### config.mk
export PLATFORM = sky130hd
export DESIGN_NAME = mem_access_stage
export DESIGN_NICKNAME = d
export VERILOG_FILES = /design/src/rtl/mem_stage_pkg.sv /design/src/rtl/mem_access_stage_load_align.sv /design/src/rtl/mem_access_stage.sv
export SDC_FILE = /design/constraint.sdc
export NUM_CORES = 1
export LEC_CHECK = 0
export CORE_AREA = 3 3 112 114
export DETAILED_ROUTE_END_ITERATION = 8
export DIE_AREA = 0 0 115 117
export DONT_BUFFER_PORTS = 1
export PLACE_DENSITY = 0.77
export SYNTH_ARGS = -nofsm -noshare
export SYNTH_HDL_FRONTEND = slang
export SYNTH_HIERARCHICAL = 1
export SYNTH_SLANG_ARGS = --single-unit
export TNS_END_PERCENT = 100
### constraint.sdc
create_clock -name clk_i -period 9.8 [get_ports clk_i]
set_input_delay 1.96 -clock clk_i [delete_from_list [all_inputs] [get_ports clk_i]]
set_output_delay 1.96 -clock clk_i [all_outputs]
set_load 0.01 [all_outputs]
### src/rtl/mem_stage_pkg.sv
// Shared encodings and helpers for the memory-access pipeline stage.
package mem_stage_pkg;

   localparam logic [1:0] SIZE_BYTE = 2'b00;
   localparam logic [1:0] SIZE_HALF = 2'b01;
   localparam logic [1:0] SIZE_WORD = 2'b10;

   typedef enum logic [1:0] {
      IDLE = 2'b00,
      REQ  = 2'b01,
      DONE = 2'b10
   } state_t;

   // Halves must sit on even addresses, words on multiples of four; size 11 behaves as word.
   function automatic logic is_misaligned(input logic [1:0] size, input logic [1:0] addr_lo);
      case (size)
         SIZE_BYTE: return 1'b0;
         SIZE_HALF: return addr_lo[0];
         default:   return (addr_lo != 2'b00);
      endcase
   endfunction

   // Little-endian byte enables for an aligned access.
   function automatic logic [3:0] byte_enables(input logic [1:0] size, input logic [1:0] addr_lo);
      case (size)
         SIZE_BYTE: return 4'b0001 << addr_lo;
         SIZE_HALF: return 4'b0011 << addr_lo;
         default:   return 4'b1111;
      endcase
   endfunction

   // Replicate right-aligned store data across every lane it could occupy.
   function automatic logic [31:0] store_lanes(input logic [1:0] size, input logic [31:0] data);
      case (size)
         SIZE_BYTE: return {4{data[7:0]}};
         SIZE_HALF: return {2{data[15:0]}};
         default:   return data;
      endcase
   endfunction

endpackage

### src/rtl/mem_access_stage_load_align.sv
// Load lane select and sign/zero extension; purely combinational.
module load_align
   import mem_stage_pkg::*;
(
   input  logic [31:0] rdata,
   input  logic [1:0]  addr_lo,
   input  logic [1:0]  size,
   input  logic        is_unsigned,
   output logic [31:0] data
);

   logic [31:0] shifted;

   // Bring the addressed lane down to bit 0; halves are aligned so this shifts by 0 or 16.
   assign shifted = rdata >> {addr_lo, 3'b000};

   // Extend the selected lane to 32 bits.
   always_comb begin
      data = rdata;
      case (size)
         SIZE_BYTE: data = {{24{~is_unsigned & shifted[7]}}, shifted[7:0]};
         SIZE_HALF: data = {{16{~is_unsigned & shifted[15]}}, shifted[15:0]};
         default:   data = rdata;
      endcase
   end

endmodule

### src/rtl/mem_access_stage.sv
// Memory-access pipeline stage: pass-through for ALU ops, req/ack bus transaction for loads/stores.
//
// state | meaning
// ------+-----------------------------------------------------------------
// IDLE  | pass-through; an aligned load/store stalls and launches a request
// REQ   | req_o held with stable bus signals until ack_i or timeout
// DONE  | result presented to MEM/WB; held while stall_i is high
module mem_access_stage
   import mem_stage_pkg::*;
#(
   parameter int TIMEOUT = 16
) (
   input  logic        clk_i,
   input  logic        rst_i,
   input  logic        mem_read_i,
   input  logic        mem_write_i,
   input  logic [1:0]  mem_size_i,
   input  logic        mem_unsigned_i,
   input  logic [31:0] alu_result_i,
   input  logic [31:0] store_data_i,
   input  logic        reg_write_ctrl_i,
   input  logic [4:0]  reg_write_addr_i,
   input  logic        stall_i,
   output logic        reg_write_ctrl_o,
   output logic [4:0]  reg_write_addr_o,
   output logic [31:0] reg_write_data_o,
   output logic        stall_o,
   output logic        err_o,
   output logic        req_o,
   output logic        we_o,
   output logic [31:0] addr_o,
   output logic [3:0]  be_o,
   output logic [31:0] wdata_o,
   input  logic        ack_i,
   input  logic [31:0] rdata_i
);

   localparam int            CW      = $clog2(TIMEOUT + 1);
   localparam logic [CW-1:0] TO_LAST = CW'(TIMEOUT - 1);

   state_t         state;
   logic [CW-1:0]  cnt;
   logic           load_q;
   logic           ctrl_q;
   logic           tmo_q;
   logic           uns_q;
   logic [4:0]     waddr_q;
   logic [1:0]     size_q;
   logic [1:0]     lo_q;
   logic [31:0]    rdata_q;
   logic [31:0]    ext_data;
   logic           mem_op;
   logic           misaligned;

   assign mem_op     = mem_read_i | mem_write_i;
   assign misaligned = is_misaligned(mem_size_i, alu_result_i[1:0]);

   load_align u_load_align (
      .rdata       (rdata_i),
      .addr_lo     (lo_q),
      .size        (size_q),
      .is_unsigned (uns_q),
      .data        (ext_data)
   );

   // Transaction FSM with registered bus outputs, error pulse and captured load data.
   always_ff @(posedge clk_i or posedge rst_i) begin
      if (rst_i) begin
         state   <= IDLE;
         req_o   <= 1'b0;
         we_o    <= 1'b0;
         err_o   <= 1'b0;
         addr_o  <= '0;
         be_o    <= '0;
         wdata_o <= '0;
         rdata_q <= '0;
         cnt     <= '0;
         load_q  <= 1'b0;
         ctrl_q  <= 1'b0;
         tmo_q   <= 1'b0;
         uns_q   <= 1'b0;
         waddr_q <= '0;
         size_q  <= '0;
         lo_q    <= '0;
      end else begin
         err_o <= 1'b0;
         case (state)
            IDLE: begin
               if (mem_op) begin
                  if (misaligned) begin
                     err_o <= 1'b1;
                  end else begin
                     req_o   <= 1'b1;
                     // both read and write high is treated as a load
                     we_o    <= ~mem_read_i;
                     addr_o  <= {alu_result_i[31:2], 2'b00};
                     be_o    <= byte_enables(mem_size_i, alu_result_i[1:0]);
                     wdata_o <= store_lanes(mem_size_i, store_data_i);
                     load_q  <= mem_read_i;
                     ctrl_q  <= reg_write_ctrl_i;
                     waddr_q <= reg_write_addr_i;
                     size_q  <= mem_size_i;
                     lo_q    <= alu_result_i[1:0];
                     uns_q   <= mem_unsigned_i;
                     tmo_q   <= 1'b0;
                     cnt     <= '0;
                     state   <= REQ;
                  end
               end
            end
            REQ: begin
               if (ack_i) begin
                  // ack beats a timeout landing in the same cycle
                  req_o <= 1'b0;
                  if (load_q) begin
                     rdata_q <= ext_data;
                  end
                  state <= DONE;
               end else begin
                  cnt <= cnt + 1'b1;
                  if (cnt == TO_LAST) begin
                     req_o <= 1'b0;
                     err_o <= 1'b1;
                     tmo_q <= 1'b1;
                     state <= DONE;
                  end
               end
            end
            DONE: begin
               if (!stall_i) begin
                  state <= IDLE;
               end
            end
            default: state <= IDLE;
         endcase
      end
   end

   // Stall and MEM/WB-facing outputs, selected by state.
   always_comb begin
      stall_o          = 1'b0;
      reg_write_ctrl_o = reg_write_ctrl_i;
      reg_write_addr_o = reg_write_addr_i;
      reg_write_data_o = alu_result_i;
      case (state)
         IDLE: begin
            if (mem_op) begin
               if (misaligned) begin
                  reg_write_ctrl_o = 1'b0;
               end else begin
                  stall_o = 1'b1;
               end
            end
         end
         REQ: stall_o = 1'b1;
         DONE: begin
            stall_o          = stall_i;
            reg_write_ctrl_o = ctrl_q & load_q & ~tmo_q;
            reg_write_addr_o = waddr_q;
            reg_write_data_o = rdata_q;
         end
         default: ;
      endcase
      if (rst_i) begin
         stall_o = 1'b0;
      end
   end

endmodule
==> impl_table.tex, run 1 <==
\begin{tabular}{lr}
\hline
Metric & Value \\
\hline
\multicolumn{2}{l}{\textbf{Setup path}} \\
Data required time at the worst endpoint & 7.84 ns \\
Crit path launch type & primary input \\
Arrival time at the worst endpoint & between 2 and 3 ns \\
Kind of end point of the critical path & output port \\
Maximum fanout count along the critical path & 6 \\
Startpoint-to-endpoint class of the critical path & in -> out \\
\multicolumn{2}{l}{\textbf{Clocking}} \\
Number of clock sinks seen by CTS & 121 \\
Clock tree root buffer cell & clkbuf\_16 \\
Number of buffers inserted by post-CTS setup repair & 0 \\
Clock tree from TritonCTS & yes \\
Clock-pin slew reported for the worst setup and hold paths after clock tree synthesis & $\sim$0.06 ns \\
Maximum level of the CTS H-tree & 4 \\
Number of buffers inserted during clock tree synthesis & 17 \\
Number of buffers on the longest clock path & 2 \\
Quantity of gates resized following cts & 0 \\
Cts hold-fix bufs & 0 \\
Insertion delay to the later sink of the worst-skew pair & 0.41 ns \\
\multicolumn{2}{l}{\textbf{Synthesis}} \\
Simple-gate area share of the yosys netlist & 17.0\% \\
Portion of netlist area occupied by mux cells & 17.6\% \\
Count of distinct cell types in the synthesized netlist & 47 \\
Synthesized flop and latch total & between 100 and 150 \\
Count of flip-flops with a built-in enable after synthesis & 0 \\
Count of warnings emitted by yosys & 6 \\
Mean cell area of the mapped netlist & 9.59 um\^{}2 \\
Area of the mapped netlist & 6350 um\^{}2 \\
Proportion of synthesized chip area in sequential cells & 47.7\% \\
Adder-cell share of the synthesized area & less than 1\% \\
Synth Instances & 662 \\
Largest family of logic cells by synthesized area & multiplexers \\
Synthesized-area fraction occupied by ao, oa, aoi and oai cells & 12.5\% \\
Top FF cell, synth & dfrtp\_1 \\
Async S/R FF share, synth & 100\% \\
Post-synthesis share of cell area spent on xor and xnor gates & 0.138\% \\
\multicolumn{2}{l}{\textbf{Finish}} \\
Storage element area & 3030 um\^{}2 \\
Filler cell count & 1006 \\
End-of-flow core utilization & 60.0\% \\
Net count reported at finish & 752 \\
P\&R area growth vs syn & 8.73\% \\
Count of inserted antenna diode cells & 0 \\
Multi-input gate area & 3040 um\^{}2 \\
Proportion of layout cells with a drive suffix above 1 & 17.6\% \\
\multicolumn{2}{l}{\textbf{Floorplanning}} \\
Width of the die & 115 um \\
Starting utilization of the core area & 55.1\% \\
Top Ports & $\sim$220 \\
Core Box Area & 11500 um\^{}2 \\
DIE AREA & 13500 um\^{}2 \\
Die extent in y & 117 um \\
Placement row count & 39 \\
\multicolumn{2}{l}{\textbf{Timing}} \\
Pins Over Slew Limit & 0 \\
Final critical path time including I/O delays and setup & about 4.8 ns \\
Setup violators final & 0 \\
Highest attainable clock frequency & 209 MHz \\
Final number of hold-violating endpoints & 0 \\
Clock Skews & 0.00831 ns \\
RSZ-0062 raised after global routing & false \\
Period Utilization, post-route & 48.9\% \\
Worst slew pin tran & about 1.2 ns \\
Summed negative setup slack over all endpoints & 0 ns \\
Worst rel slew slack & 21.2\% \\
\multicolumn{2}{l}{\textbf{Power}} \\
Sequential Power Share & 43.6\% \\
Leak pwr & 3.27 nW \\
Total power divided by cell area & 333 nW/um\^{}2 \\
Power Internal & 1.40 mW \\
Gate power share & slightly below 30\% \\
Post-route total power & $\sim$2.3 mW \\
Switching power as a share of total power & 39.3\% \\
Power spent charging and discharging nets & $\sim$900 uW \\
Fraction of power consumed by the clock network & roughly 27\% \\
Worst-case vdd ir drop & between 0.15 and 0.2 mV \\
\multicolumn{2}{l}{\textbf{Route}} \\
Detailed Route WL & around 17 mm \\
Via count & 4795 \\
Count of unresolved DRC violations after routing & 0 \\
WL/cell & 20.8 um \\
Starting DRT DRC Count & 404 \\
Remaining antenna violation count after routing & 0 \\
Router iterations before antenna repair & 5 \\
Average via count per standard cell & 6.03 \\
\multicolumn{2}{l}{\textbf{Placed design}} \\
Placer Congestion & roughly 0.85 \\
\# port buffers & 0 \\
Half-perimeter wire length of the detailed placement result & 11.5 mm \\
\multicolumn{2}{l}{\textbf{GRT}} \\
Aggregate global-route resource usage & between 20 and 25\% \\
Antenna violations before repair & 0 \\
Via count of the first global-routing pass & around 4800 \\
Overflow after GRT & 0 \\
Pin count of the biggest net entering global routing & 105 \\
Global-route wire length before repair & 25.2 mm \\
\multicolumn{2}{l}{\textbf{Status}} \\
Status & finished, final reports clean \\
\multicolumn{2}{l}{\textbf{Flow run}} \\
Total of max-cap violations & 0 \\
\multicolumn{2}{l}{\textbf{Hold path}} \\
Path category of the worst min-delay check & reg -> reg \\
\hline
\end{tabular}
## power groups by stage
stage                     sequential, mW  clock [mW]  combinational, mW
after floorplan                    0.895           0              0.630
after global placement              1.00           0              0.641
after detailed placement            1.01           0              0.675
after CTS                           1.01       0.629              0.680
after global routing                1.04       0.657              0.764
final                               1.00       0.621              0.677
## cell usage after synthesis (4+ instances only)
master | count | area [um^2]
a21oi_1 | 17 | 85.1
a22o_1 | 6 | 52.6
a31oi_1 | 4 | 25.0
buf_2 | 16 | 80.1
buf_6 | 8 | 90.1
clkbuf_1 | 21 | 78.8
dfrtp_1 | 121 | 3030
inv_1 | 7 | 26.3
mux2_2 | 69 | 777
mux2i_1 | 32 | 320
nand2_1 | 208 | 781
nand3_1 | 4 | 20.0
nand3b_1 | 7 | 52.6
nor2_1 | 13 | 48.8
nor2b_1 | 7 | 43.8
nor3_1 | 6 | 30.0
o211a_1 | 7 | 70.1
o21ai_0 | 47 | 235
o21ai_1 | 11 | 55.1
o2bb2ai_1 | 6 | 52.6
o31ai_1 | 9 | 67.6
## path summary, 6_finish.rpt
path / from / end / slack [ns] / cells past startpoint
worst max-delay path: mem_write_i / reg_write_ctrl_o / 5.01 / 4
worst min-delay path: ctrl_q$_DFFE_PP0P_ / ctrl_q$_DFFE_PP0P_ / 0.47 / 2
worst max register to register: lo_q[1]$_DFFE_PP0P_ / rdata_q[18]$_DFFE_PP0P_ / 7.09 / 4
worst min register to register: ctrl_q$_DFFE_PP0P_ / ctrl_q$_DFFE_PP0P_ / 0.47 / 2
max in group asynchronous: rst_i / waddr_q[4]$_DFFE_PP0P_ / 7.01 / 2
min in group asynchronous: rst_i / addr_o[5]$_DFFE_PP0P_ / 1.59 / 1
## final cells by class
cell class                      count  area share, %
Inverter                            8          0.471
Clock inverter                     15           2.46
Sequential cell                   121           43.9
Clock buffer                       17           6.16
Tap cell                          143           2.59
Timing Repair Buffer                4          0.435
Multi-Input combinational cell    487           44.0
## cells by family after synthesis
kind of cell,count (synthesis)
flops,121
fa+ha+maj,2
compound gates,121
mux,102
buf+inv,55
simple gates,259
other cells,1
xor+xnor,1
## sequential cells by signal (all words and copies together) (netlist names), 2 cells and up
signal   flops
rdata_q     32
wdata_o     32
addr_o      30
cnt          5
waddr_q      5
be_o         4
lo_q         2
size_q       2
state        2
## per-stage QoR
| stage | setup slack (ns) | instance area, um^2 | hold WS [ns] | std cells |
|---|---|---|---|---|
| 2_1_floorplan | 4.63 | 6350 | 0.438 | 663 |
| 3_3_place_gp | 5.07 | 6310 | 0.456 | 763 |
| 3_5_place_dp | 5.02 | 6310 | 0.459 | 763 |
| 4_1_cts | 5.02 | 6900 | 0.473 | 795 |
| 5_1_grt | 4.96 | 6900 | 0.501 | 795 |
| 6_report | 5.01 | 6900 | 0.468 | 795 |
## cell usage in the layout, fill, tap and decap left out, types with 7 or more instances in the layout
cell	count
dfrtp_1	121
nor2_1	13
mux2_2	69
nand3b_1	7
mux2i_1	32
o21ai_0	47
a21oi_1	17
clkbuf_16	17
o211a_1	7
nand2_1	208
o21ai_1	11
o31ai_1	9
## worst max-delay path, cell delays in order
cell and delay (ns):
nor2_1 0.38, a21oi_1 0.12, o21ai_0 0.19, a21o_1 0.19
## per-layer routing
metal  vias up  track usage [%]  part of all wire [%]
li1       2222                -                     -
met1      2332             29.3                    40
met2       213             40.6                    49
met3        28             8.02                   8.6
met4         0             9.39                   1.9
met5         -                0                     0
Note: power is estimated with default switching activity, not from simulation.
==> run 2: changes to the inputs <==
==> constraint.sdc (replaced) <==
create_clock -name clk_i -period 4.8 [get_ports clk_i]
set_input_delay 0.96 -clock clk_i [delete_from_list [all_inputs] [get_ports clk_i]]
set_output_delay 0.96 -clock clk_i [all_outputs]
set_load 0.01 [all_outputs]
==> impl_table.tex, run 2 (same netlist as run 1, synthesis figures left out) <==
\begin{tabular}{lr}
\hline
Metric & Value \\
\hline
\multicolumn{2}{l}{\textbf{Timing}} \\
Final critical path time including I/O delays and setup & 3.47 ns \\
Worst slew pin tran & 1.12 ns \\
Period Utilization, post-route & 72.4\% \\
Slack of the critical path & 1.33 ns \\
Setup violators final & 0 \\
Clock Skews & around 0.0063 ns \\
RSZ-0062 raised after global routing & false \\
Summed negative setup slack over all endpoints & 0 ns \\
Worst rel slew slack & 25.2\% \\
Pins Over Slew Limit & 0 \\
Highest attainable clock frequency & 288 MHz \\
Final number of hold-violating endpoints & 0 \\
\multicolumn{2}{l}{\textbf{Clocking}} \\
Clock tree root buffer cell & clkbuf\_16 \\
Number of buffers on the longest clock path & 2 \\
Quantity of gates resized following cts & 0 \\
Maximum level of the CTS H-tree & 4 \\
Number of buffers inserted during clock tree synthesis & 17 \\
Clock tree from TritonCTS & yes \\
Insertion delay to the later sink of the worst-skew pair & 0.41 ns \\
Clock-pin slew reported for the worst setup and hold paths after clock tree synthesis & about 0.050 ns \\
Cts hold-fix bufs & 0 \\
Number of clock sinks seen by CTS & approximately 120 \\
Number of buffers inserted by post-CTS setup repair & 0 \\
\multicolumn{2}{l}{\textbf{GRT}} \\
Antenna violations before repair & 0 \\
Aggregate global-route resource usage & 24.1\% \\
Overflow after GRT & 0 \\
Pin count of the biggest net entering global routing & 105 \\
Global-route wire length before repair & 25.3 mm \\
Via count of the first global-routing pass & 4784 \\
\multicolumn{2}{l}{\textbf{Finish}} \\
Highest-count cells in the layout ignoring fill and taps & nand2\_1 (208), dfrtp\_1 (121), mux2\_2 (69) \\
Biggest regs & rdata\_q (32), wdata\_o (32), addr\_o (30) \\
Count of inserted antenna diode cells & 0 \\
Most common library cell in the layout ignoring fill and taps & nand2\_1 \\
Net count reported at finish & 753 \\
Proportion of layout cells with a drive suffix above 1 & 17.8\% \\
Multi-input gate area & 3040 um\^{}2 \\
Storage element area & 3030 um\^{}2 \\
Filler cell count & 971 \\
P\&R area growth vs syn & 9.48\% \\
\multicolumn{2}{l}{\textbf{Setup path}} \\
Data required time at the worst endpoint & $\sim$3.8 ns \\
Startpoint-to-endpoint class of the critical path & reg -> out \\
Crit path launch type & register \\
Arrival time at the worst endpoint & 2.51 ns \\
Maximum fanout count along the critical path & 40 \\
Kind of end point of the critical path & output port \\
\multicolumn{2}{l}{\textbf{Placed design}} \\
Placer Congestion & about 0.87 \\
Half-perimeter wire length of the detailed placement result & approximately 12 mm \\
Setup WS pre-CTS & 1.74 ns \\
\# port buffers & 0 \\
\multicolumn{2}{l}{\textbf{Power}} \\
Total power divided by cell area & around 690 nW/um\^{}2 \\
Worst-case vdd ir drop & between 0.2 and 0.3 mV \\
Leak pwr & around 3.3 nW \\
\multicolumn{2}{l}{\textbf{Route}} \\
Starting DRT DRC Count & 351 \\
WL/cell & 20.6 um \\
Total length of routed met2 wires & 8.23 mm \\
Detailed Route WL & 16.4 mm \\
Remaining antenna violation count after routing & 0 \\
Uppermost layer routed & met4 \\
Via count & between 4000 and 5000 \\
Wire length on met1 & 6.41 mm \\
Router iterations before antenna repair & 5 \\
Count of unresolved DRC violations after routing & 0 \\
Average via count per standard cell & roughly 6 \\
Routed wl met3 & between 1.5 and 2 mm \\
\multicolumn{2}{l}{\textbf{Floorplanning}} \\
Die extent in y & 117 um \\
Starting utilization of the core area & about 55\% \\
Width of the die & 115 um \\
Placement row count & 39 \\
Top Ports & 221 \\
Core Box Area & 11500 um\^{}2 \\
DIE AREA & 13500 um\^{}2 \\
\multicolumn{2}{l}{\textbf{Flow run}} \\
Total of max-cap violations & 0 \\
\multicolumn{2}{l}{\textbf{Hold path}} \\
Path category of the worst min-delay check & in -> async \\
\multicolumn{2}{l}{\textbf{Status}} \\
Status & finished, final reports clean \\
\hline
\end{tabular}
run 2: cell types whose count changed in the layout (fill, tap and decap cells not counted):
cell | before | now
clkinv_4 | 6 | 1
clkbuf_8 | 0 | 1
clkinvlp_4 | 3 | 6
inv_6 | 4 | 2
bufinv_16 | 2 | 4
clkinv_2 | 0 | 1
buf_4 | 4 | 5
run 2: worst paths after layout:
check | startpoint | end | slack [ns] | depth (start not counted)
max in group asynchronous | rst_i | wdata_o[1]$_DFFE_PP0P_ | 3.39 | 2
worst min-delay path | rst_i | rdata_q[5]$_DFFE_PP0P_ | 0.42 | 1
min in group clk_i | ctrl_q$_DFFE_PP0P_ | ctrl_q$_DFFE_PP0P_ | 0.47 | 2
worst max register to register | lo_q[1]$_DFFE_PP0P_ | rdata_q[18]$_DFFE_PP0P_ | 2.01 | 4
worst max-delay path | state[1]$_DFFE_PP0P_ | stall_o | 1.33 | 3
worst min register to register | ctrl_q$_DFFE_PP0P_ | ctrl_q$_DFFE_PP0P_ | 0.47 | 2
run 2: metal layers:
layer	up-vias	track usage, %
li1	2228	-
met1	2324	28.7
met2	219	40.2
met3	21	9.05
met4	0	8.61
met5	-	0
run 2: where the power goes:
| part | leakage (nW) | switching [mW] | internal [mW] | total (mW) |
|---|---|---|---|---|
| clock | 0.291 | 0.475 | 0.885 | 1.36 |
| combinational | 1.49 | 0.783 | 0.603 | 1.39 |
| sequential | 1.51 | 0.577 | 1.48 | 2.06 |
| total | 3.29 | 1.84 | 2.97 | 4.80 |
run 2: final cells by class:
class	instances	share of cell area [%]
clock inverters	14	2.83
multi-input cells	487	43.7
well taps	143	2.57
clock buffers	18	6.32
repair buffers	5	0.540
inverters	8	0.468
flip-flops and latches	121	43.6
run 2: critical path, cell delays in order (launching register included):
cell and delay, ns:
dfrtp_1 0.59, nor2b_4 0.98, nand2_1 0.17, a31oi_1 0.35
run 2: stage by stage:
stage               instance area [um^2]  utilization [%]  total power [mW]  hold WS (ns)  instances
detailed placement                  6320             54.8              3.44         0.463        764
floorplan                           6350                -              3.11         0.438        663
global placement                    6320             54.8              3.35         0.453        764
CTS                                 6950             60.4              4.83         0.434        796
finish                              6950             60.4              4.80         0.425        796
global route                        6950             60.4              5.11         0.444        796
==> run 3: changes to the inputs <==
==> constraint.sdc (replaced) <==
create_clock -name clk_i -period 3.3 [get_ports clk_i]
set_input_delay 0.66 -clock clk_i [delete_from_list [all_inputs] [get_ports clk_i]]
set_output_delay 0.66 -clock clk_i [all_outputs]
set_load 0.01 [all_outputs]
==> impl_table.tex, run 3 (same netlist as run 1, synthesis figures left out) <==
\begin{tabular}{lr}
\hline
Metric & Value \\
\hline
\multicolumn{2}{l}{\textbf{Timing}} \\
Period Utilization, post-route & 87.7\% \\
Final number of hold-violating endpoints & 0 \\
Worst slew pin tran & 0.948 ns \\
Final critical path time including I/O delays and setup & 2.89 ns \\
Pins Over Slew Limit & 0 \\
Highest attainable clock frequency & between 300 and 400 MHz \\
Summed negative setup slack over all endpoints & 0 ns \\
Clock Skews & 0.00926 ns \\
Final hold slack & 0.327 ns \\
Worst rel slew slack & 36.7\% \\
Setup violators final & 0 \\
RSZ-0062 raised after global routing & false \\
\multicolumn{2}{l}{\textbf{Clocking}} \\
Number of buffers inserted by post-CTS setup repair & 0 \\
Number of buffers on the longest clock path & 2 \\
Cts hold-fix bufs & 0 \\
Quantity of gates resized following cts & 0 \\
Insertion delay to the later sink of the worst-skew pair & 0.40 ns \\
Clock-pin slew reported for the worst setup and hold paths after clock tree synthesis & 0.06 ns \\
Number of buffers inserted during clock tree synthesis & 17 \\
Clock tree from TritonCTS & yes \\
Maximum level of the CTS H-tree & 4 \\
Number of clock sinks seen by CTS & 121 \\
Clock tree root buffer cell & clkbuf\_16 \\
\multicolumn{2}{l}{\textbf{Setup path}} \\
CP Buf/Inv Count & 1 \\
Maximum fanout count along the critical path & 16 \\
Arrival time at the worst endpoint & about 2.2 ns \\
CP Cell Sequence & nor2b\_4 > buf\_4 > mux2\_2 \\
Master of the slowest instance on the critical path & dfrtp\_1 \\
Kind of end point of the critical path & output port \\
Reg2reg start & size\_q[1]\$\_DFFE\_PP0P\_ \\
Crit path launch type & register \\
Data required time at the worst endpoint & approximately 2.6 ns \\
Top Family by Delay on Critical Path & flip-flops \\
Number of cell instances on the worst register-to-register path & 4 \\
Worst setup endpoint & reg\_write\_data\_o[30] \\
Worst-case register-to-register setup slack & 0.99 ns \\
Destination of the worst register-to-register timing path & rdata\_q[22]\$\_DFFE\_PP0P\_ \\
Origin of the worst setup path & state[1]\$\_DFFE\_PP0P\_ \\
Startpoint-to-endpoint class of the critical path & reg -> out \\
CP Depth & 3 \\
Worst path max stage delay & about 0.6 ns \\
\multicolumn{2}{l}{\textbf{Placed design}} \\
\# port buffers & 0 \\
Placer Congestion & 0.863 \\
Placed inst area & 6380 um\^{}2 \\
Half-perimeter wire length of the detailed placement result & 11.8 mm \\
\multicolumn{2}{l}{\textbf{Route}} \\
Via count & 4884 \\
Average via count per standard cell & 6.10 \\
Count of unresolved DRC violations after routing & 0 \\
Starting DRT DRC Count & 557 \\
WL/cell & 20.6 um \\
Detailed Route WL & 16.5 mm \\
Remaining antenna violation count after routing & 0 \\
Router iterations before antenna repair & 7 \\
\multicolumn{2}{l}{\textbf{Power}} \\
Switching power as a share of total power & 39.1\% \\
Worst-case vdd ir drop & 0.375 mV \\
Sequential Power Share & 42.3\% \\
Power spent charging and discharging nets & 2.68 mW \\
Fraction of power consumed by the clock network & 26.3\% \\
Total power divided by cell area & between 900 and 1000 nW/um\^{}2 \\
Leak pwr & 3.30 nW \\
Gate power share & 31.4\% \\
Power Internal & 4.18 mW \\
\multicolumn{2}{l}{\textbf{Finish}} \\
Count of inserted antenna diode cells & 0 \\
Proportion of layout cells with a drive suffix above 1 & 18.2\% \\
Highest-count cells in the layout ignoring fill and taps & nand2\_1 (208), dfrtp\_1 (121), mux2\_2 (69) \\
End-of-flow core utilization & 60.4\% \\
Net count reported at finish & 758 \\
Finished Cell Area & 6960 um\^{}2 \\
P\&R area growth vs syn & 9.62\% \\
Biggest regs & rdata\_q (32), wdata\_o (32), addr\_o (30) \\
Most common library cell in the layout ignoring fill and taps & nand2\_1 \\
\multicolumn{2}{l}{\textbf{Floorplanning}} \\
Starting utilization of the core area & $\sim$55\% \\
Placement row count & 39 \\
Width of the die & 115 um \\
Core Box Area & 11500 um\^{}2 \\
Die extent in y & 117 um \\
Top Ports & 221 \\
DIE AREA & 13500 um\^{}2 \\
\multicolumn{2}{l}{\textbf{Status}} \\
Status & finished, final reports clean \\
\multicolumn{2}{l}{\textbf{Hold path}} \\
Path category of the worst min-delay check & in -> async \\
\multicolumn{2}{l}{\textbf{GRT}} \\
Pin count of the biggest net entering global routing & roughly 110 \\
Global-route wire length before repair & 25.7 mm \\
Aggregate global-route resource usage & around 25\% \\
Antenna violations before repair & 0 \\
Via count of the first global-routing pass & around 5000 \\
Overflow after GRT & 0 \\
\multicolumn{2}{l}{\textbf{Flow run}} \\
Total of max-cap violations & 0 \\
\hline
\end{tabular}
==> run 3: worst min path at each step <==
stage | start | end | slack, ns
finish | rst_i | rdata_q[17]$_DFFE_PP0P_ | 0.33
global route | ack_i | state[0]$_DFFE_PP0P_ | 0.35
global placement | ctrl_q$_DFFE_PP0P_ | ctrl_q$_DFFE_PP0P_ | 0.46
CTS | ack_i | state[0]$_DFFE_PP0P_ | 0.33
floorplan | ctrl_q$_DFFE_PP0P_ | ctrl_q$_DFFE_PP0P_ | 0.44
detailed placement | ctrl_q$_DFFE_PP0P_ | ctrl_q$_DFFE_PP0P_ | 0.46
==> run 3: through the flow <==
| stage | std cells | total power, mW | setup WS, ns |
|---|---|---|---|
| after floorplan | 663 | 4.53 | 0.805 |
| after global placement | 769 | 4.93 | 0.911 |
| after detailed placement | 769 | 5.06 | 0.839 |
| after CTS | 801 | 6.89 | 0.378 |
| after global routing | 801 | 7.30 | 0.268 |
| final | 801 | 6.86 | 0.405 |
==> run 3: layout make-up <==
class	count	area [um^2]
fill	952	4560
multi-input combinational	487	3040
sequential	121	3030
clock buffer	18	429
tap	143	179
clock inverter	14	151
timing repair buffer	10	100
inverter	8	33.8
==> run 3: per-layer routing <==
| layer | track usage (%) | vias to the layer above | part of all wire, % |
|---|---|---|---|
| li1 | - | 2244 | - |
| met1 | 29.7 | 2354 | 39 |
| met2 | 41.7 | 255 | 50 |
| met3 | 7.76 | 31 | 9.1 |
| met4 | 8.37 | 0 | 1.8 |
| met5 | 0 | - | 0 |
==> run 3: power groups by stage <==
stage	Clock [mW]	Combinational, mW	Sequential (mW)
floorplan	0	1.87	2.66
global placement	0	2.04	2.89
detailed placement	0	2.14	2.92
CTS	1.83	2.15	2.91
global route	1.91	2.41	2.99
finish	1.80	2.15	2.90
